`config.mk`:
```
export PLATFORM = sky130hd
export DESIGN_NAME = cpu_regfile_n
export DESIGN_NICKNAME = d
export VERILOG_FILES = /design/src/rtl/cpu_regfile_n.sv
export SDC_FILE = /design/constraint.sdc
export NUM_CORES = 1
export LEC_CHECK = 0
export CAP_MARGIN = 20
export CORE_MARGIN = 2
export CORE_UTILIZATION = 58
export CTS_CLUSTER_DIAMETER = 200
export DETAILED_ROUTE_END_ITERATION = 7
export PLACE_DENSITY = 0.92
export SYNTH_ARGS = -nofsm -noshare
export SYNTH_HDL_FRONTEND = slang
export SYNTH_SLANG_ARGS = --single-unit
```
`constraint.sdc`:
```
create_clock -name clk_i -period 4.3 [get_ports clk_i]
set_input_delay 0.86 -clock clk_i [delete_from_list [all_inputs] [get_ports clk_i]]
set_output_delay 0.86 -clock clk_i [all_outputs]
set_load 0.02 [all_outputs]
```
`src/rtl/cpu_regfile_n.sv`:
```
// Parametrised CPU register file: two combinational read ports, one write port, and a step port
// with registered zero/carry flags. Define CPU_REGFILE_SHADOW_EN to add a swappable shadow bank.
module cpu_regfile_n #(
    parameter int unsigned DATA_W   = 8,
    parameter int unsigned NUM_REGS = 4,
    parameter int unsigned ADDR_W   = 2
) (
    input  logic              clk_i,
    input  logic              rst_ni,
    input  logic              we_i,
    input  logic [ADDR_W-1:0] waddr_i,
    input  logic [DATA_W-1:0] wdata_i,
    input  logic [ADDR_W-1:0] raddr_a_i,
    output logic [DATA_W-1:0] rdata_a_o,
    input  logic [ADDR_W-1:0] raddr_b_i,
    output logic [DATA_W-1:0] rdata_b_o,
    input  logic              step_en_i,
    input  logic [ADDR_W-1:0] step_addr_i,
    input  logic              step_dec_i,
    output logic              step_zero_o,
    output logic              step_carry_o,
    input  logic              bank_swap_i,
    output logic              bank_o
);

`ifdef CPU_REGFILE_SHADOW_EN
    localparam int unsigned NUM_BANKS = 2;
`else
    localparam int unsigned NUM_BANKS = 1;
`endif
    localparam int unsigned NUM_SLOTS = NUM_BANKS * NUM_REGS;
    localparam int unsigned SUM_W     = DATA_W + 1;

    // Elaboration-time parameter sanity
    if (DATA_W < 2) begin : g_bad_width
        $error("cpu_regfile_n: DATA_W must be at least 2");
    end
    if (NUM_REGS < 2 || NUM_REGS > (1 << ADDR_W)) begin : g_bad_regs
        $error("cpu_regfile_n: NUM_REGS must be in 2..2**ADDR_W");
    end

    logic [DATA_W-1:0] regs_q [NUM_SLOTS];
    logic [DATA_W-1:0] regs_d [NUM_SLOTS];
    logic              zero_q, zero_d;
    logic              carry_q, carry_d;
    logic              bank_q, bank_d;

    logic              wr_ok;
    logic              step_ok;
    logic [DATA_W-1:0] step_cur;
    logic [SUM_W-1:0]  step_sum;

`ifndef CPU_REGFILE_SHADOW_EN
    logic unused_bank_swap;
    assign unused_bank_swap = bank_swap_i;
`endif

    // Read ports: slot s belongs to bank s/NUM_REGS, register s%NUM_REGS; out-of-range never matches
    always_comb begin
        rdata_a_o = '0;
        rdata_b_o = '0;
        for (int unsigned s = 0; s < NUM_SLOTS; s++) begin
            if ((s / NUM_REGS) == 32'(bank_q)) begin
                if (32'(raddr_a_i) == (s % NUM_REGS)) begin
                    rdata_a_o = regs_q[s];
                end
                if (32'(raddr_b_i) == (s % NUM_REGS)) begin
                    rdata_b_o = regs_q[s];
                end
            end
        end
    end

    // Qualify requests; a write to the same register cancels the step
    always_comb begin
        wr_ok   = we_i && (32'(waddr_i) < NUM_REGS);
        step_ok = step_en_i && (32'(step_addr_i) < NUM_REGS)
                  && !(wr_ok && (waddr_i == step_addr_i));
    end

    // Step arithmetic in DATA_W+1 bits so the top bit is the wrap indication
    always_comb begin
        step_cur = '0;
        for (int unsigned s = 0; s < NUM_SLOTS; s++) begin
            if (((s / NUM_REGS) == 32'(bank_q)) && (32'(step_addr_i) == (s % NUM_REGS))) begin
                step_cur = regs_q[s];
            end
        end
        if (step_dec_i) begin
            step_sum = {1'b0, step_cur} - SUM_W'(1);
        end else begin
            step_sum = {1'b0, step_cur} + SUM_W'(1);
        end
    end

    // Next state for storage, flags and bank; all updates target the pre-swap bank
    always_comb begin
        regs_d  = regs_q;
        zero_d  = zero_q;
        carry_d = carry_q;
        bank_d  = bank_q;
        for (int unsigned s = 0; s < NUM_SLOTS; s++) begin
            if ((s / NUM_REGS) == 32'(bank_q)) begin
                if (step_ok && (32'(step_addr_i) == (s % NUM_REGS))) begin
                    regs_d[s] = step_sum[DATA_W-1:0];
                end
                if (wr_ok && (32'(waddr_i) == (s % NUM_REGS))) begin
                    regs_d[s] = wdata_i;
                end
            end
        end
        if (step_ok) begin
            zero_d  = (step_sum[DATA_W-1:0] == '0);
            carry_d = step_sum[DATA_W];
        end
`ifdef CPU_REGFILE_SHADOW_EN
        bank_d = bank_q ^ bank_swap_i;
`else
        bank_d = 1'b0;
`endif
    end

    always_ff @(posedge clk_i or negedge rst_ni) begin
        if (!rst_ni) begin
            for (int unsigned s = 0; s < NUM_SLOTS; s++) begin
                regs_q[s] <= '0;
            end
            zero_q  <= 1'b0;
            carry_q <= 1'b0;
            bank_q  <= 1'b0;
        end else begin
            regs_q  <= regs_d;
            zero_q  <= zero_d;
            carry_q <= carry_d;
            bank_q  <= bank_d;
        end
    end

    assign step_zero_o  = zero_q;
    assign step_carry_o = carry_q;
    assign bank_o       = bank_q;

endmodule

```
==> results of run 1 <==
[tightest hold or removal path: cells and delay by family (launching register included)]
| family | cells | cell delay [ps] |
|---|---|---|
| AOI/OAI and AO/OA | 1 | 50 |
| and+or+nand+nor | 1 | 70 |
| DFF | 1 | 370 |
[final cells by class]
class / count / area (µm²)
timing repair buffer: 50 / 470.5
fill: 283 / 979.7
inverter: 5 / 18.77
clock buffer: 8 / 110.1
sequential: 34 / 850.8
tap: 50 / 62.56
multi-input combinational: 160 / 1536
[synth_stat cells, drive strengths merged, types with 2 or more instances]
master and number:
clkbuf 7, mux4 24, or3 2, nor2 29
nand3b 2, and2 4, a311o 2, nand2 5
a31oi 5, a21oi 2, nand2b 2, o31a 2
nand3 3, inv 5, a21o 3, nor3b 3
or2 2, ha 8, and3 3, nor3 6
buf 4, a221o 32, dfrtp 34, o21ai 3
xor2 5, nor2b 2
[metrics by stage]
stage	instance area (µm²)	hold WS, ps	setup WS (ps)	util
2_1_floorplan	2459	478.0	832.9	-
5_1_grt	3049	524.7	367.6	0.7568
6_report	3049	511.1	536.3	0.7568
3_5_place_dp	2939	481.1	300.1	0.7295
4_1_cts	3049	502.5	571.0	0.7568
3_3_place_gp	2939	474.5	363.0	0.7295
[metal layers]
layer / track usage / vias to the layer above
li1: - / 955
met1: 0.3976 / 1123
met2: 0.5214 / 166
met3: 0.06140 / 44
met4: 0.1634 / 0
met5: 0 / -
[flip-flops by register name, summed over array words and instances, names as in the netlist]
name	flops
regs_q	32
step_carry_o	1
step_zero_o	1
[logic make-up (layout without fill, tap and decap cells)]
group | after synthesis | after routing
compound gates | 56 | 56
other cells | 1 | 1
flops | 34 | 34
xor+xnor | 6 | 6
buf+inv | 16 | 63
mux | 24 | 24
fa+ha+maj | 9 | 9
simple gates | 64 | 64
[power by group through the flow]
stage / Sequential (µW) / Clock, µW / Combinational, µW
floorplan: 518 / 0 / 657
global placement: 539 / 0 / 908
detailed placement: 556 / 0 / 928
CTS: 550 / 280 / 937
global route: 569 / 296 / 1010
finish: 558 / 281 / 948
[cells in the final DEF (no fill, tap or decap), types with 3 or more instances in the layout]
master | netlist | layout
clkdlybuf4s50_1 | 0 | 38
dfrtp_1 | 34 | 34
nor2_1 | 29 | 29
a221o_1 | 28 | 28
mux4_2 | 24 | 24
buf_4 | 1 | 12
ha_1 | 8 | 8
clkbuf_8 | 0 | 8
nor3_1 | 6 | 6
inv_1 | 5 | 5
xor2_1 | 5 | 5
nand2_1 | 5 | 5
a31oi_1 | 5 | 5
and2_1 | 4 | 4
a221o_2 | 4 | 4
a21o_1 | 3 | 3
o21ai_0 | 3 | 3
nand3_1 | 3 | 3
and3_1 | 3 | 3
nor3b_1 | 3 | 3
[final timing paths]
kind                                 from          end  depth (start not counted)
setup / recovery           step_addr_i[0]   regs_q[23]                          8
hold / removal                step_zero_o  step_zero_o                          2
setup reg to reg               regs_q[26]    regs_q[5]                          7
hold reg to reg               step_zero_o  step_zero_o                          2
max in group asynchronous          rst_ni   regs_q[20]                          2
min in group asynchronous          rst_ni   regs_q[30]                          2
==> flow_metrics.py, run 1 <==
metrics = {
    "pwr": {
        "peakVddDrop_v": 0.0003169,
        "seqPwrFrac": 0.312,
        "pwr-share-clk": 0.157,
        "p_leak_uw": 0.001274,
        "switching_share": 0.3949,
        "power.density_nw_per_um2": 585.9,
        "p_int_uw": 1081,
        "combPwrFrac": 0.531,
        "p_switching_uw": 705.4,
        "p_total_uw": 1786,
    },
    "synthesis": {
        "avgSynthCellArea_um2": 11.71,
        "synthArstFlopShare": 1.000,
        "yosys.area.top_type": "dfrtp_1",
        "synthFlopType": "dfrtp_1",
        "synthSimpleGateAreaFrac": 0.1262,
        "ys_ff_latch": 34,
        "syn_nets": 241,
        "yosys-mux-area-fraction": 0.2198,
        "synthXorXnorAreaFrac": 0.02137,
        "ys_types": 40,
        "syn_inst": 210,
        "synth_top_area_share": 0.3461,
        "synth_edf_count": 0,
        "synth_top_family_by_area": "multiplexers",
        "synthTopCellsByArea": "dfrtp_1, mux4_2, a221o_1",
        "yosysSeqAreaShare": 0.3461,
        "synth_compound_area_frac": 0.2071,
        "ys_warn_count": 0,
        "synth_area_um2": 2459,
        "synth_fa_ha_area_frac": 0.04885,
    },
    "clock_network": {
        "cts_inserted_buffers": 5,
        "postCtsSetupRepairBufs": 0,
        "cts_num_sinks": 34,
        "h-tree-depth": 2,
        "cts_resized": 0,
        "clk_pin_slew_ps": 80,
        "ctsHoldBuffers": 0,
        "cts-root-buf": "clkbuf_8",
        "clockBufferDepth": 2,
        "clkLatencyLatePin_ps": 290,
        "cts_tree": "yes",
    },
    "sta": {
        "tightestPinTransition_ps": 783.8,
        "max_freq_mhz": 265.7,
        "setup_viol": 0,
        "relSlewSlack": 0.4755,
        "hold_violations": 0,
        "report.final.slew_viol_count": 0,
        "rsz0062_at_grt": "false",
        "fin_skew_ps": 12.88,
        "finalSetupTns_ps": 0,
        "fin_crit_sh": 0.8753,
        "fin_crit_ps": 3764,
    },
    "drt": {
        "first_iter_violations": 213,
        "drc": 0,
        "drtPass1Iterations": 5,
        "routed-via-count": 2288,
        "drtAntennaViolNets": 0,
        "wl_met1_um": 2684,
        "wl_met2_um": 3634,
        "drt-total-wl_um": 7307,
        "via_per_inst": 7.453,
        "top_layer": "met4",
        "wl_per_cell_um": 23.80,
        "wl_met3_um": 700,
    },
    "critical_path": {
        "cpPeakStageDelay_ps": 700,
        "r2r_slack_ps": 1620,
        "cp_num_buf_inv": 2,
        "crit_slowest_cell": "clkdlybuf4s50_1",
        "crit_fanout": 5,
        "start_kind": "input pin",
        "critPathTopFamily": "compound AO/OA/AOI/OAI gates",
        "crit_type": "in2reg",
        "path_cells": "clkdlybuf4s50_1 -> buf_4 -> mux4_2 -> ha_1 -> nor2b_1 -> a221oi_1 -> a31oi_1 -> a221o_2",
        "cp.arrival_ps": 3930,
        "crit_required_ps": 4460,
        "endpoint_kind": "flop",
    },
    "die": {
        "row_count": 23,
        "start_util": 0.6102,
        "ioPinCount": 41,
        "dieArea_um2": 4776,
        "die_w_um": 69.11,
        "die_y_um": 69.11,
        "core_um2": 4029,
    },
    "grt": {
        "track_usage": 0.3167,
        "antenna_found_initial": 0,
        "grt_pass1_vias": 2351,
        "grt_max_degree": 35,
        "grt_first_pass_wirelength_um": 11710,
        "overflow": 0,
    },
    "placement": {
        "post-dp-hpwl_um": 5070,
        "io_buffers": 38,
        "dp.cells": 299,
        "gp_congestion": 0.9423,
    },
    "cells_and_area": {
        "diodes": 0,
        "drive_above_1_share": 0.1984,
        "nNetsFinal": 287,
        "area_growth_syn_to_layout_pct": 24.02,
        "finalNonFillerCells": 307,
    },
    "run_status": {
        "status": "finished, final reports clean",
    },
    "run": {
        "drv.max_cap_violation_count": 0,
    },
    "worst_hold_path": {
        "hold_class": "reg2reg",
    },
}
Power figures use the tool's default switching activity.
==> run 2, diff against run 1 <==
Settings changed: CORE_UTILIZATION 58 to 54, PLACE_DENSITY 0.92 to 0.87, RECOVER_POWER set to 50.
Clock period 4.3 ns to 4.1 ns, I/O delays scaled along.
==> run 2 against run 1 <==
  * The run now ends with max-capacitance violations, max-slew violations left
  * Core utilization is 7.2 points lower
  * Via count is 6.1% lower
  * Critical endpoint is now rdata_a_o[6]
  * Global-route usage is 3.7 points lower
  * Largest cell class unchanged
  * Die area is 7.0% higher
  * Wire length is 7.5% lower
  * Sequential power is 4.3% higher
==> flow_metrics.py, run 2 (synthesis results as in run 1) <==
metrics = {
    "clock_network": {
        "clkLatencyLatePin_ps": 280,
        "cts_resized": 0,
        "clockBufferDepth": 2,
        "cts-root-buf": "clkbuf_8",
        "cts_tree": "yes",
        "clk_pin_slew_ps": 70,
        "postCtsSetupRepairBufs": 0,
        "h-tree-depth": 2,
        "cts_num_sinks": 34,
        "ctsHoldBuffers": 0,
        "cts_inserted_buffers": 5,
    },
    "drt": {
        "drtAntennaViolNets": 0,
        "drt-total-wl_um": 6761,
        "routed-via-count": 2149,
        "drtPass1Iterations": 4,
        "via_per_inst": 7.023,
        "first_iter_violations": 245,
        "drc": 0,
        "wl_per_cell_um": 22.09,
    },
    "critical_path": {
        "cpPeakStageDelay_ps": 640,
        "path_cells": "clkdlybuf4s50_1 -> buf_4 -> mux4_2 -> clkdlybuf4s50_1",
        "crit_top_cell": "clkdlybuf4s50_1",
        "cp.arrival_ps": 2770,
        "crit_slowest_cell": "clkdlybuf4s50_1",
        "start_kind": "input pin",
        "endpoint_kind": "output pin",
        "crit_fanout": 5,
        "critPathTopFamily": "buffers and inverters",
        "crit_required_ps": 3280,
        "cp_num_buf_inv": 3,
        "crit_type": "in2out",
    },
    "sta": {
        "tightestPinTransition_ps": 1847,
        "hold_violations": 0,
        "fin_crit_ps": 3588,
        "report.final.slew_viol_count": 35,
        "rsz0062_at_grt": "false",
        "relSlewSlack": -0.2311,
        "fin_skew_ps": 7.671,
        "setup_viol": 0,
        "max_freq_mhz": 278.7,
        "finalWorstSetupSlack_ps": 511.9,
        "finalSetupTns_ps": 0,
        "fin_crit_sh": 0.8751,
    },
    "run": {
        "drv.max_cap_violation_count": 1,
    },
    "die": {
        "die_y_um": 71.48,
        "ioPinCount": 41,
        "row_count": 24,
        "die_w_um": 71.48,
        "start_util": 0.5608,
        "dieArea_um2": 5109,
        "core_um2": 4384,
    },
    "pwr": {
        "power.density_nw_per_um2": 597.6,
        "peakVddDrop_v": 0.0002837,
        "p_leak_uw": 0.001253,
    },
    "run_status": {
        "violations": "max-capacitance violations, max-slew violations",
        "status": "finished, violations left",
    },
    "worst_hold_path": {
        "hold_class": "reg2reg",
    },
    "grt": {
        "antenna_found_initial": 0,
        "overflow": 0,
        "track_usage": 0.2796,
        "grt_pass1_vias": 2201,
        "grt_first_pass_wirelength_um": 10830,
        "grt_max_degree": 35,
    },
    "placement": {
        "dp.cells": 299,
        "dpl_worst_slack_ps": 325.2,
        "io_buffers": 38,
        "placed_area_um2": 2927,
        "post-dp-hpwl_um": 4761,
        "gp_congestion": 0.9243,
    },
    "cells_and_area": {
        "nNetsFinal": 285,
        "regMostFlops": "regs_q",
        "design_area_um2": 3002,
        "finalNonFillerCells": 306,
        "area_growth_syn_to_layout_pct": 22.09,
        "diodes": 0,
        "drive_above_1_share": 0.1850,
        "largest_reg_flops": 32,
        "layout_common_cells": "clkdlybuf4s50_1, dfrtp_1, nor2_1",
    },
}
==> run 2: changes by cell type in the layout (fill, tap and decap cells not counted), sizes merged <==
| cell | previous run | this run |
|---|---|---|
| buf | 12 | 9 |
| clkbuf | 8 | 6 |
| clkdlybuf4s50 | 38 | 34 |
| clkinv | 0 | 2 |
| dlygate4sd3 | 0 | 4 |
==> run 2: final cells by class <==
type                            instances  area [µm²]
Tap cell                               52       65.06
Clock buffer                            5       68.82
Clock inverter                          2       10.01
Timing Repair Buffer                   48       451.7
Multi-Input combinational cell        160        1536
Fill cell                             348        1383
Sequential cell                        34       850.8
Inverter                                5       18.77
==> run 2: final timing paths <==
path / from / to / slack, ps / depth (start not counted)
min in group asynchronous: rst_ni / regs_q[14] / 1570 / 2
max in group asynchronous: rst_ni / regs_q[6] / 1450 / 2
max reg2reg: regs_q[2] / regs_q[21] / 1500 / 7
min reg2reg: step_zero_o / step_zero_o / 490 / 2
max: raddr_a_i[0] / rdata_a_o[6] / 510 / 4
min: step_zero_o / step_zero_o / 490 / 2
==> run 2: worst register-to-register path: stages, from the launching register on <==
cell and delay [ps]:
dfrtp_1 410, mux4_2 490, ha_1 360, a21o_1 220, a31oi_1 240, o21ai_0 150
xor2_1 410, a221o_1 250
==> run 2: report_power, final <==
group | switching [µW] | internal, µW | total [µW] | leakage (µW)
clock | 121 | 114 | 235 | 0.0000438
sequential | 127 | 455 | 582 | 0.000420
combinational | 472 | 504 | 976 | 0.000789
==> run 2: per-stage QoR <==
stage / hold WS (ps) / util / power [µW]
6_report: 492.3 / 0.6846 / 1794
4_1_cts: 502.5 / 0.6855 / 1791
3_3_place_gp: 478.6 / 0.6675 / 1514
3_5_place_dp: 482.7 / 0.6675 / 1548
5_1_grt: 517.1 / 0.6846 / 1895
2_1_floorplan: 478.0 / - / 1233
==> run 2: metal layers <==
layer | vias up | share of wire | routed length [µm] | track usage
met4 | 0 | 0.023 | 157 | 0.1048
met2 | 129 | 0.50 | 3359 | 0.4558
li1 | 949 | - | - | -
met1 | 1051 | 0.37 | 2504 | 0.3671
met3 | 20 | 0.11 | 740 | 0.06470
met5 | - | 0 | 0 | 0
==> run 3, diff against run 2 <==
Settings changed: MAX_ROUTING_LAYER set to met4.
==> run 3 against run 2 <==
  * The run still ends with max-capacitance violations, max-slew violations left
  * Sequential share of layout area unchanged
  * Clock power up 2%
  * Core utilization unchanged
  * Critical path type unchanged
  * Largest power group unchanged
==> flow_metrics.py, run 3 (synthesis results as in run 1) <==
metrics = {
    "clock_network": {
        "cts_inserted_buffers": 5,
        "ctsHoldBuffers": 0,
        "cts-root-buf": "clkbuf_8",
        "clk_pin_slew_ps": 70,
        "postCtsSetupRepairBufs": 0,
        "cts_num_sinks": 34,
        "clkLatencyLatePin_ps": 290,
        "cts_tree": "yes",
        "cts_resized": 0,
        "h-tree-depth": 2,
        "clockBufferDepth": 2,
    },
    "sta": {
        "setup_viol": 0,
        "tightestPinTransition_ps": 1827,
        "rsz0062_at_grt": "false",
        "finalSetupTns_ps": 0,
        "fin_crit_ps": 3586,
        "fin_crit_sh": 0.8746,
        "report.final.slew_viol_count": 35,
        "hold_violations": 0,
        "finalWorstSetupSlack_ps": 514.0,
        "fin_skew_ps": 5.495,
        "relSlewSlack": -0.2182,
        "max_freq_mhz": 278.9,
    },
    "critical_path": {
        "crit_top_cell": "clkdlybuf4s50_1",
        "crit_fanout": 5,
        "crit_slowest_cell": "clkdlybuf4s50_1",
        "crit_type": "in2out",
        "cp.arrival_ps": 2770,
        "critPathTopFamily": "buffers and inverters",
        "start_kind": "input pin",
        "path_cells": "clkdlybuf4s50_1 -> buf_4 -> mux4_2 -> clkdlybuf4s50_1",
        "crit_required_ps": 3280,
        "cpPeakStageDelay_ps": 640,
        "cp_num_buf_inv": 3,
        "endpoint_kind": "output pin",
    },
    "placement": {
        "dpl_worst_slack_ps": 325.2,
        "gp_congestion": 0.9407,
        "dp.cells": 299,
        "post-dp-hpwl_um": 4761,
        "io_buffers": 38,
    },
    "die": {
        "ioPinCount": 41,
        "dieArea_um2": 5109,
        "core_um2": 4384,
        "row_count": 24,
        "die_y_um": 71.48,
        "start_util": 0.5608,
        "die_w_um": 71.48,
    },
    "cells_and_area": {
        "finalNonFillerCells": 306,
        "regMostFlops": "regs_q",
        "largest_reg_flops": 32,
        "diodes": 0,
        "drive_above_1_share": 0.1850,
        "area_growth_syn_to_layout_pct": 22.09,
        "nNetsFinal": 285,
        "layout_common_cells": "clkdlybuf4s50_1, dfrtp_1, nor2_1",
        "nFillCells": 348,
    },
    "drt": {
        "drtAntennaViolNets": 0,
        "drc": 0,
        "drtPass1Iterations": 7,
        "via_per_inst": 7.049,
        "first_iter_violations": 233,
        "drt-total-wl_um": 6671,
        "wl_per_cell_um": 21.80,
        "routed-via-count": 2157,
    },
    "run": {
        "drv.max_cap_violation_count": 1,
    },
    "grt": {
        "globalRouteMet3Util": 0.06470,
        "grt_pass1_vias": 2194,
        "track_usage": 0.2882,
        "antenna_found_initial": 0,
        "grt_first_pass_wirelength_um": 10830,
        "grt.met1_usage": 0.3671,
        "overflow": 0,
        "grt.busiest_layer": "met2",
        "grt_max_degree": 35,
        "grt_use_met2": 0.4568,
    },
    "run_status": {
        "status": "finished, violations left",
        "violations": "max-capacitance violations, max-slew violations",
    },
    "pwr": {
        "peakVddDrop_v": 0.0002836,
        "p_leak_uw": 0.001253,
        "power.density_nw_per_um2": 597.1,
    },
    "worst_hold_path": {
        "hold_class": "reg2reg",
    },
}
-- run 3: cell counts in the layout (fill, tap and decap cells not counted) --
Identical to the previous run, type by type.
-- run 3: area by class of cell --
type | count | area [µm²] | area share
Tap cell | 52 | 65.06 | 0.02168
Clock buffer | 5 | 68.82 | 0.02293
Timing Repair Buffer | 48 | 451.7 | 0.1505
Multi-Input combinational cell | 160 | 1536 | 0.5119
Clock inverter | 2 | 10.01 | 0.003335
Sequential cell | 34 | 850.8 | 0.2835
Inverter | 5 | 18.77 | 0.006253
-- run 3: path summary, 6_finish.rpt --
kind,start,end,slack [ps],depth (start not counted)
hold reg to reg,step_zero_o,step_zero_o,490,2
max in group asynchronous,rst_ni,regs_q[6],1480,2
min in group asynchronous,rst_ni,regs_q[14],1560,2
hold / removal,step_zero_o,step_zero_o,490,2
setup / recovery,raddr_a_i[0],rdata_a_o[6],510,4
setup reg to reg,regs_q[2],regs_q[21],1490,7
-- run 3: stage by stage --
step | power [µW] | hold WS (ps) | instance area [µm²] | utilization
2_1_floorplan | 1233 | 478.0 | 2459 | -
3_3_place_gp | 1514 | 478.6 | 2927 | 0.6675
3_5_place_dp | 1548 | 482.7 | 2927 | 0.6675
4_1_cts | 1791 | 502.5 | 3005 | 0.6855
5_1_grt | 1895 | 517.1 | 3002 | 0.6846
6_report | 1792 | 493.5 | 3002 | 0.6846
-- run 3: tightest hold or removal path: cells and delay by family, from the launching register on --
family / cells / cell delay (ps)
flip-flops: 1 / 350
AND/OR/NAND/NOR: 1 / 70
AO/OA/AOI/OAI: 1 / 50
-- run 3: routing by layer --
| metal | vias up | wire length [µm] |
|---|---|---|
| met1 | 1055 | 2521 |
| met5 | - | 0 |
| li1 | 951 | - |
| met3 | 25 | 626 |
| met4 | 0 | 165 |
| met2 | 126 | 3357 |
-- run 3: power breakdown --
group | internal, µW | leakage, µW | switching, µW
clock network | 114 | 0.0000438 | 125
logic | 504 | 0.000789 | 471
registers | 455 | 0.000420 | 123
